==> src/rtl/pipe_arb_pkg.sv <==
// pipe_arb_pkg: shared state encoding, data width and default contention limit for the dmem arbiter
package pipe_arb_pkg;
  typedef enum logic [1:0] {CPU_OWN = 2'd0, DBG_SLOT = 2'd1, LOCK = 2'd2} arb_state_t;
  localparam int DATA_W = 32;
  localparam int STARVE_LIMIT_DEF = 4;
endpackage

==> src/rtl/pipe_arb_starve_ctr.sv <==
// pipe_arb_starve_ctr: saturating 8-bit contention counter with clear and terminal-count flag
module pipe_arb_starve_ctr
  import pipe_arb_pkg::*;
#(
  parameter int LIMIT = STARVE_LIMIT_DEF
) (
  input  logic clock,
  input  logic resetn,
  input  logic i_inc,
  input  logic i_clr,
  output logic o_tc
);
  logic [7:0] r_cnt;
  always_ff @(posedge clock or negedge resetn)
    if (!resetn) r_cnt <= '0;
    else if (i_clr) r_cnt <= '0;
    else if (i_inc && r_cnt != 8'hFF) r_cnt <= r_cnt + 8'd1;
  assign o_tc = r_cnt == 8'(LIMIT - 1);
endmodule

==> src/rtl/pipe_dmem_arbiter.sv <==
// pipe_dmem_arbiter: shares the data RAM between the MEM stage and a debug port, stealing a stall slot after contention.
// Optional debug bus lock (dbg_lock input, LOCK state) enabled by PIPE_DMEM_ARB_LOCK_EN.
module pipe_dmem_arbiter
  import pipe_arb_pkg::*;
#(
  parameter int ADDR_W       = 5,
  parameter int STARVE_LIMIT = STARVE_LIMIT_DEF
) (
  input  logic              clock,
  input  logic              resetn,
`ifdef PIPE_DMEM_ARB_LOCK_EN
  input  logic              dbg_lock,
`endif
  input  logic              cpu_req,
  input  logic              cpu_we,
  input  logic [31:0]       cpu_addr,
  input  logic [DATA_W-1:0] cpu_wdata,
  output logic [DATA_W-1:0] cpu_rdata,
  output logic              cpu_stall,
  input  logic              dbg_req,
  input  logic              dbg_we,
  input  logic [ADDR_W-1:0] dbg_addr,
  input  logic [DATA_W-1:0] dbg_wdata,
  output logic [DATA_W-1:0] dbg_rdata,
  output logic              dbg_ack,
  output logic              ram_we,
  output logic [ADDR_W-1:0] ram_addr,
  output logic [DATA_W-1:0] ram_wdata,
  input  logic [DATA_W-1:0] ram_rdata,
  output logic [15:0]       dbg_grant_cnt
);
  arb_state_t  r_state, w_next;
  logic        w_contend, w_tc, w_dbg_own, w_unused_addr;
  logic [15:0] r_grant;
  assign w_contend = (r_state == CPU_OWN) && cpu_req && dbg_req;
  // Debug owns the RAM in any stolen/locked state, or whenever the CPU is idle
  assign w_dbg_own = (r_state != CPU_OWN) || !cpu_req;
  assign cpu_stall = r_state != CPU_OWN;
  assign dbg_ack   = resetn && dbg_req && w_dbg_own;
  assign ram_we    = resetn && (w_dbg_own ? (dbg_we && dbg_req) : cpu_we);
  assign ram_addr  = w_dbg_own ? dbg_addr : cpu_addr[ADDR_W+1:2];
  assign ram_wdata = w_dbg_own ? dbg_wdata : cpu_wdata;
  assign cpu_rdata = ram_rdata;
  assign dbg_rdata = ram_rdata;
  assign dbg_grant_cnt = r_grant;
  assign w_unused_addr = ^{cpu_addr[31:ADDR_W+2], cpu_addr[1:0]};
  pipe_arb_starve_ctr #(.LIMIT(STARVE_LIMIT)) u_starve (
    .clock (clock),
    .resetn(resetn),
    .i_inc (w_contend),
    .i_clr (!w_contend || w_tc),
    .o_tc  (w_tc)
  );
  always_comb begin
`ifdef PIPE_DMEM_ARB_LOCK_EN
    w_next = ((dbg_ack || r_state == LOCK) && dbg_lock) ? LOCK :
             (w_contend && w_tc) ? DBG_SLOT : CPU_OWN;
`else
    w_next = (w_contend && w_tc) ? DBG_SLOT : CPU_OWN;
`endif
  end
  always_ff @(posedge clock or negedge resetn)
    if (!resetn) begin
      r_state <= CPU_OWN;
      r_grant <= '0;
    end else begin
      r_state <= w_next;
      if (dbg_ack) r_grant <= r_grant + 16'd1;
    end
endmodule
==> config.mk <==
export PLATFORM = sky130hd
export DESIGN_NAME = pipe_dmem_arbiter
export DESIGN_NICKNAME = d
export VERILOG_FILES = /design/src/rtl/pipe_arb_pkg.sv /design/src/rtl/pipe_arb_starve_ctr.sv /design/src/rtl/pipe_dmem_arbiter.sv
export SDC_FILE = /design/constraint.sdc
export NUM_CORES = 1
export LEC_CHECK = 0
export CORE_AREA = 3 3 98 100
export DETAILED_ROUTE_END_ITERATION = 10
export DIE_AREA = 0 0 101 103
export MAX_ROUTING_LAYER = met4
export PLACE_DENSITY_LB_ADDON = 0.3
export SYNTH_ARGS = -nofsm -noshare
export SYNTH_HDL_FRONTEND = slang
export SYNTH_SLANG_ARGS = --single-unit
export TNS_END_PERCENT = 30
==> constraint.sdc <==
create_clock -name clock -period 2.4 [get_ports clock]
set_input_delay 0.6 -clock clock [delete_from_list [all_inputs] [get_ports clock]]
set_output_delay 0.6 -clock clock [all_outputs]
set_load 0.01 [all_outputs]
### Word level (Yosys, flattened, before mapping)

Index checks and enable logic that the tools add are counted.

| cells by class | value |
|---|---|
| $add $sub $neg | 2 |
| eq/ne operators | 2 |
| multiplexer cells | 6 |
| reduce and logical (&&, ||, !) cells | 15 |

Operators with widths:

| cell | number |
|---|---|
| $mux W32 | 1 |
| $add A16 B1 Y16 const B | 1 |
| $mux W8 | 2 |
| $add A8 B1 Y8 const B | 1 |
| $eq A8 B2 Y1 const B | 1 |
| $logic_and A1 B1 Y1 | 8 |
| $ne A8 B8 Y1 const B | 1 |
| $mux W5 | 1 |
| $reduce_bool A2 Y1 | 2 |
| $logic_not A1 Y1 | 2 |
| $logic_not A2 Y1 | 1 |
| $logic_or A1 B1 Y1 | 2 |
| $mux W1 | 2 |

| storage, ports and cells | value |
|---|---|
| register bits | 25 |
| input port bits | 139 |
| output and inout port bits | 120 |

### Logic depth before layout (Yosys ltp)

Gate-level depths: netlist of the first run.

| logic depth | value |
|---|---|
| word-level depth | 6 |
| gate-level depth with buffers | 6 |

### By module

From an unflattened synthesis of the first run, not the netlist that was laid out.

| unflattened totals | value |
|---|---|
| cell total of the unflattened synthesis | 230 |
| area, all modules | 2247.2 sq um |

Modules (own cells, without submodules):

| module | instances | cells an instance | area an instance (sq um) | seq. area each (sq um) |
|---|---|---|---|---|
| pipe_dmem_arbiter | 1 | 180 | 1725.4 | 425.4 |
| pipe_arb_starve_ctr | 1 | 50 | 521.8 | 200.2 |

### Worst setup path after synthesis of the first run

Ideal clock, no wire load.

| timing path | value |
|---|---|
| path type | input to output |
| start point | input cpu_req |
| end point | output ram_wdata[21] |
| data arrival time | 1.527 ns |
| required time | 1.800 ns |
| path slack | 0.273 ns |
| stages on the path | 6 |
| path buffers | 3 |
| path through | nor2b_1 buf_2 buf_2 buf_1 nand2_1 nand2_1 |

| between the ends | value |
|---|---|
| cells in the longest elaborated chain, start to end | 3 |

Ends and longest elaborated chain:

| what | line | text |
|---|---|---|
| start, declared | pipe_dmem_arbiter.sv:14 | `input logic cpu_req,` |
| $logic_not A1 Y1 | pipe_dmem_arbiter.sv:37 | `assign w_dbg_own = (r_state != CPU_OWN) \|\| !cpu_req;` |
| $logic_or A1 B1 Y1 | pipe_dmem_arbiter.sv:37 |  |
| $mux W32 | pipe_dmem_arbiter.sv:42 | `assign ram_wdata = w_dbg_own ? dbg_wdata : cpu_wdata;` |
| end, declared | pipe_dmem_arbiter.sv:28 | `output logic [DATA_W-1:0] ram_wdata,` |

Every way passes these cells.

### Final worst setup path of the first run

| timing path | value |
|---|---|
| start point | input dbg_req |
| end point | output dbg_ack |

| between the ends | value |
|---|---|
| cells in the longest elaborated chain, start to end | 2 |

Ends and longest elaborated chain:

| what | line | text |
|---|---|---|
| start, declared | pipe_dmem_arbiter.sv:20 | `input logic dbg_req,` |
| $logic_and A1 B1 Y1 (2 in a row) | pipe_dmem_arbiter.sv:39 | `assign dbg_ack = resetn && dbg_req && w_dbg_own;` |
| end, declared | pipe_dmem_arbiter.sv:25 | `output logic dbg_ack,` |

Every way passes these cells.

==> results of run 1 <==
state kept, by name, summed over array words and instances, names as in the netlist:
| name | cells |
|---|---|
| r_state | 1 |
| dbg_grant_cnt | 16 |
| u_starve.r_cnt | 8 |
through the flow:
stage	setup TNS [ns]	total power, mW
detailed placement	-18.34	1.06
global route	0	1.35
floorplan	0	0.793
global placement	-17.49	1.06
CTS	0	1.29
finish	0	1.27
per-layer routing:
metal  track usage [%]  share of wire [%]  up-vias
met3              2.37                8.4        8
met5                 -                  0        -
li1                  -                  -     1029
met1              16.7                 39      948
met4              3.27                1.1        0
met2              22.4                 51      120
placed cells by master (no fill, tap or decap), types with 2 or more instances in the layout:
cell             netlist  routed
a31oi_1                2       2
clkdlybuf4s15_1        0       2
nor3_1                 5       5
dlygate4sd2_1          0      35
clkbuf_2               0       2
nand3_1                6       6
clkbuf_8               0       3
xor2_1                 3       3
dfrtp_1               25      25
nand2_1              121     121
ha_1                   2       2
nand4_1                7       7
and3_1                 4       4
nor3_2                 2       2
mux2i_1                2       2
and3_2                 2       2
clkdlybuf4s50_1        0      95
buf_12                 0       3
nor2_1                12      11
xnor2_1               13      13
buf_4                 64      13
final cells by class:
type | instances | area, µm²
tap | 108 | 135
multi-input combinational | 193 | 991
sequential | 25 | 626
fill | 957 | 5510
clock buffer | 4 | 45.0
timing repair buffer | 151 | 1450
antenna | 1 | 2.50
what timing repair did:
item | CTS | global route
setup buffers | 2 | 1
setup endpoints to repair | 39 | 23
pin swaps | 0 | 1
gates cloned | 0 | 0
gates resized for setup | 45 | 6
hold buffers | 0 | 0
critical path, stage by stage:
cell and delay (ns):
clkdlybuf4s50_1 0.49, nand2_1 0.10, nor2_2 0.14, buf_4 0.15
clkdlybuf4s15_1 0.24
how the worst min path moves through the flow:
stage	to	cells after the start
2_1_floorplan	dbg_grant_cnt[0]	0
3_3_place_gp	dbg_grant_cnt[15]	1
3_5_place_dp	dbg_grant_cnt[15]	1
4_1_cts	dbg_grant_cnt[15]	1
5_1_grt	dbg_grant_cnt[15]	1
6_report	dbg_grant_cnt[15]	1
power by group:
| part | switching, mW | internal, mW |
|---|---|---|
| combinational | 0.197 | 0.303 |
| sequential | 0.0575 | 0.461 |
| clock | 0.128 | 0.118 |
| total | 0.383 | 0.883 |
logic make-up after synthesis:
family | Yosys count
compound gates | 5
xor+xnor | 16
fa+ha+maj | 2
buf+inv | 74
flops | 25
mux | 3
simple gates | 167
==> reports/metrics.cfg, run 1 <==
[logic_synthesis]
synth_seq_cells=25
syn-cell-area_mm2=0.00212
synth_top_family_by_area=simple AND/OR/NAND/NOR gates
ys_top_cells_by_count=121 x nand2_1, 64 x buf_4, 25 x dfrtp_1
avgSynthCellArea_um2=7.26
syn_inst=292
synthFlopType=dfrtp_1
yosysTopAreaCell=dfrtp_1
synth_area_leaders=dfrtp_1 30%, buf_4 23%, nand2_1 21%
seq_area_frac_synth_pct=29.5
synth_compound_gate_area_share_pct=1.83
synthMuxAreaShare_pct=1.48
synth_edf_count=0
netlist.area_leader.share_pct=29.5
synthSimpleGateAreaFrac_pct=34.8
async_reset_ff_share_pct=100
yosysUniqueCellTypes=30
yosys_warnings=0
syn_nets=433
synthAdderAreaFrac_pct=1.18
yosysMostFrequentCell=nand2_1
synthXorXnorAreaFrac_pct=6.61

[detailed_routing]
vias=2105
drt_iter0_drc=70
antenna_left=0
wl_mm=7.54
drc=0
wl_per_cell_um=15.6
via_per_inst=4.37
drt_first_pass_iters=4

[sta]
clock-skew-final_ns=0.00147
fin_crit_sh_pct=97.0
hold_viol=0
slew_headroom_pct=77.1
rsz0062_at_grt=false
hold_ws_ns=0.475
worst_slack_ns=0.0727
tightest_slew_ns=0.342
clock.fmax_ghz=0.430
period_needed_ns=2.33
setup_viol=0
drv_slew=0

[worst_setup_path]
critPathCaptureType=output port
r2r-end=u_starve.r_cnt[4]
reg2reg_from=u_starve.r_cnt[2]
reg2reg_depth=4
critPathArrivalTime_ns=1.73
crit_end=dbg_ack
reg2reg_slack_ns=0.73
start_kind=primary input
critical_path.startpoint=dbg_req
crit_type=in2out
cp_max_fo=5
cp.required_ns=1.80

[cts]
cts.reportedPaths.clkPinSlew_ns=0.08
numCtsBuffers=3
tritoncts=done
clock-sinks=25
clockBufferDepth=2
clkLatencyLatePin_ns=0.26
cts_root_buffer=clkbuf_8
ctsHtreeMaxLevel=1

[floorplan]
die-area_mm2=0.0104
die_w_um=101
pin_count=259
die_h_um=103
core_area_mm2=0.00876
start_util_pct=24.2
row_count=34

[layout]
layoutNonFillerInstCount=482
drive_gt1_share_pct=8.58
utilization_pct=37.1
syn2layout_area_growth_pct=53.3
final_cell_area_mm2=0.00325
nNetsFinal=515

[placed_design]
dp_slack_ns=-0.544
dpl_cell_area_mm2=0.00322
port-buffer-count=135
dp_cells=474
hpwl_mm=6.26
routabilityCongestion=0.792

[global_route]
antenna_found_initial=0
grt_first_pass_wirelength_mm=10.7
overflow=0
grt_usage_pct=13.3
grt_max_degree=27
grt_pass1_vias=1988

[min_path]
holdCritPathClass=reg2reg
hold_start=dbg_grant_cnt[15]

[power_and_ir_drop]
ir_drop_v=0.000200
power_per_cell_area_mw_per_mm2=390
p_leak_nw=1.56

[run]
maxCapViolCount=0

[run_status]
status=completed

(Power assumes the default switching activity.)
==> run 2, diff against run 1 <==
--- a/config.mk
+++ b/config.mk
@@ -10,6 +10,7 @@
 export DIE_AREA = 0 0 101 103
 export MAX_ROUTING_LAYER = met4
 export PLACE_DENSITY_LB_ADDON = 0.3
+export SLEW_MARGIN = 20
 export SYNTH_ARGS = -nofsm -noshare
 export SYNTH_HDL_FRONTEND = slang
 export SYNTH_SLANG_ARGS = --single-unit
==> results of run 2 <==
The final DEF is identical to that of run 1; final timing and power are the same.
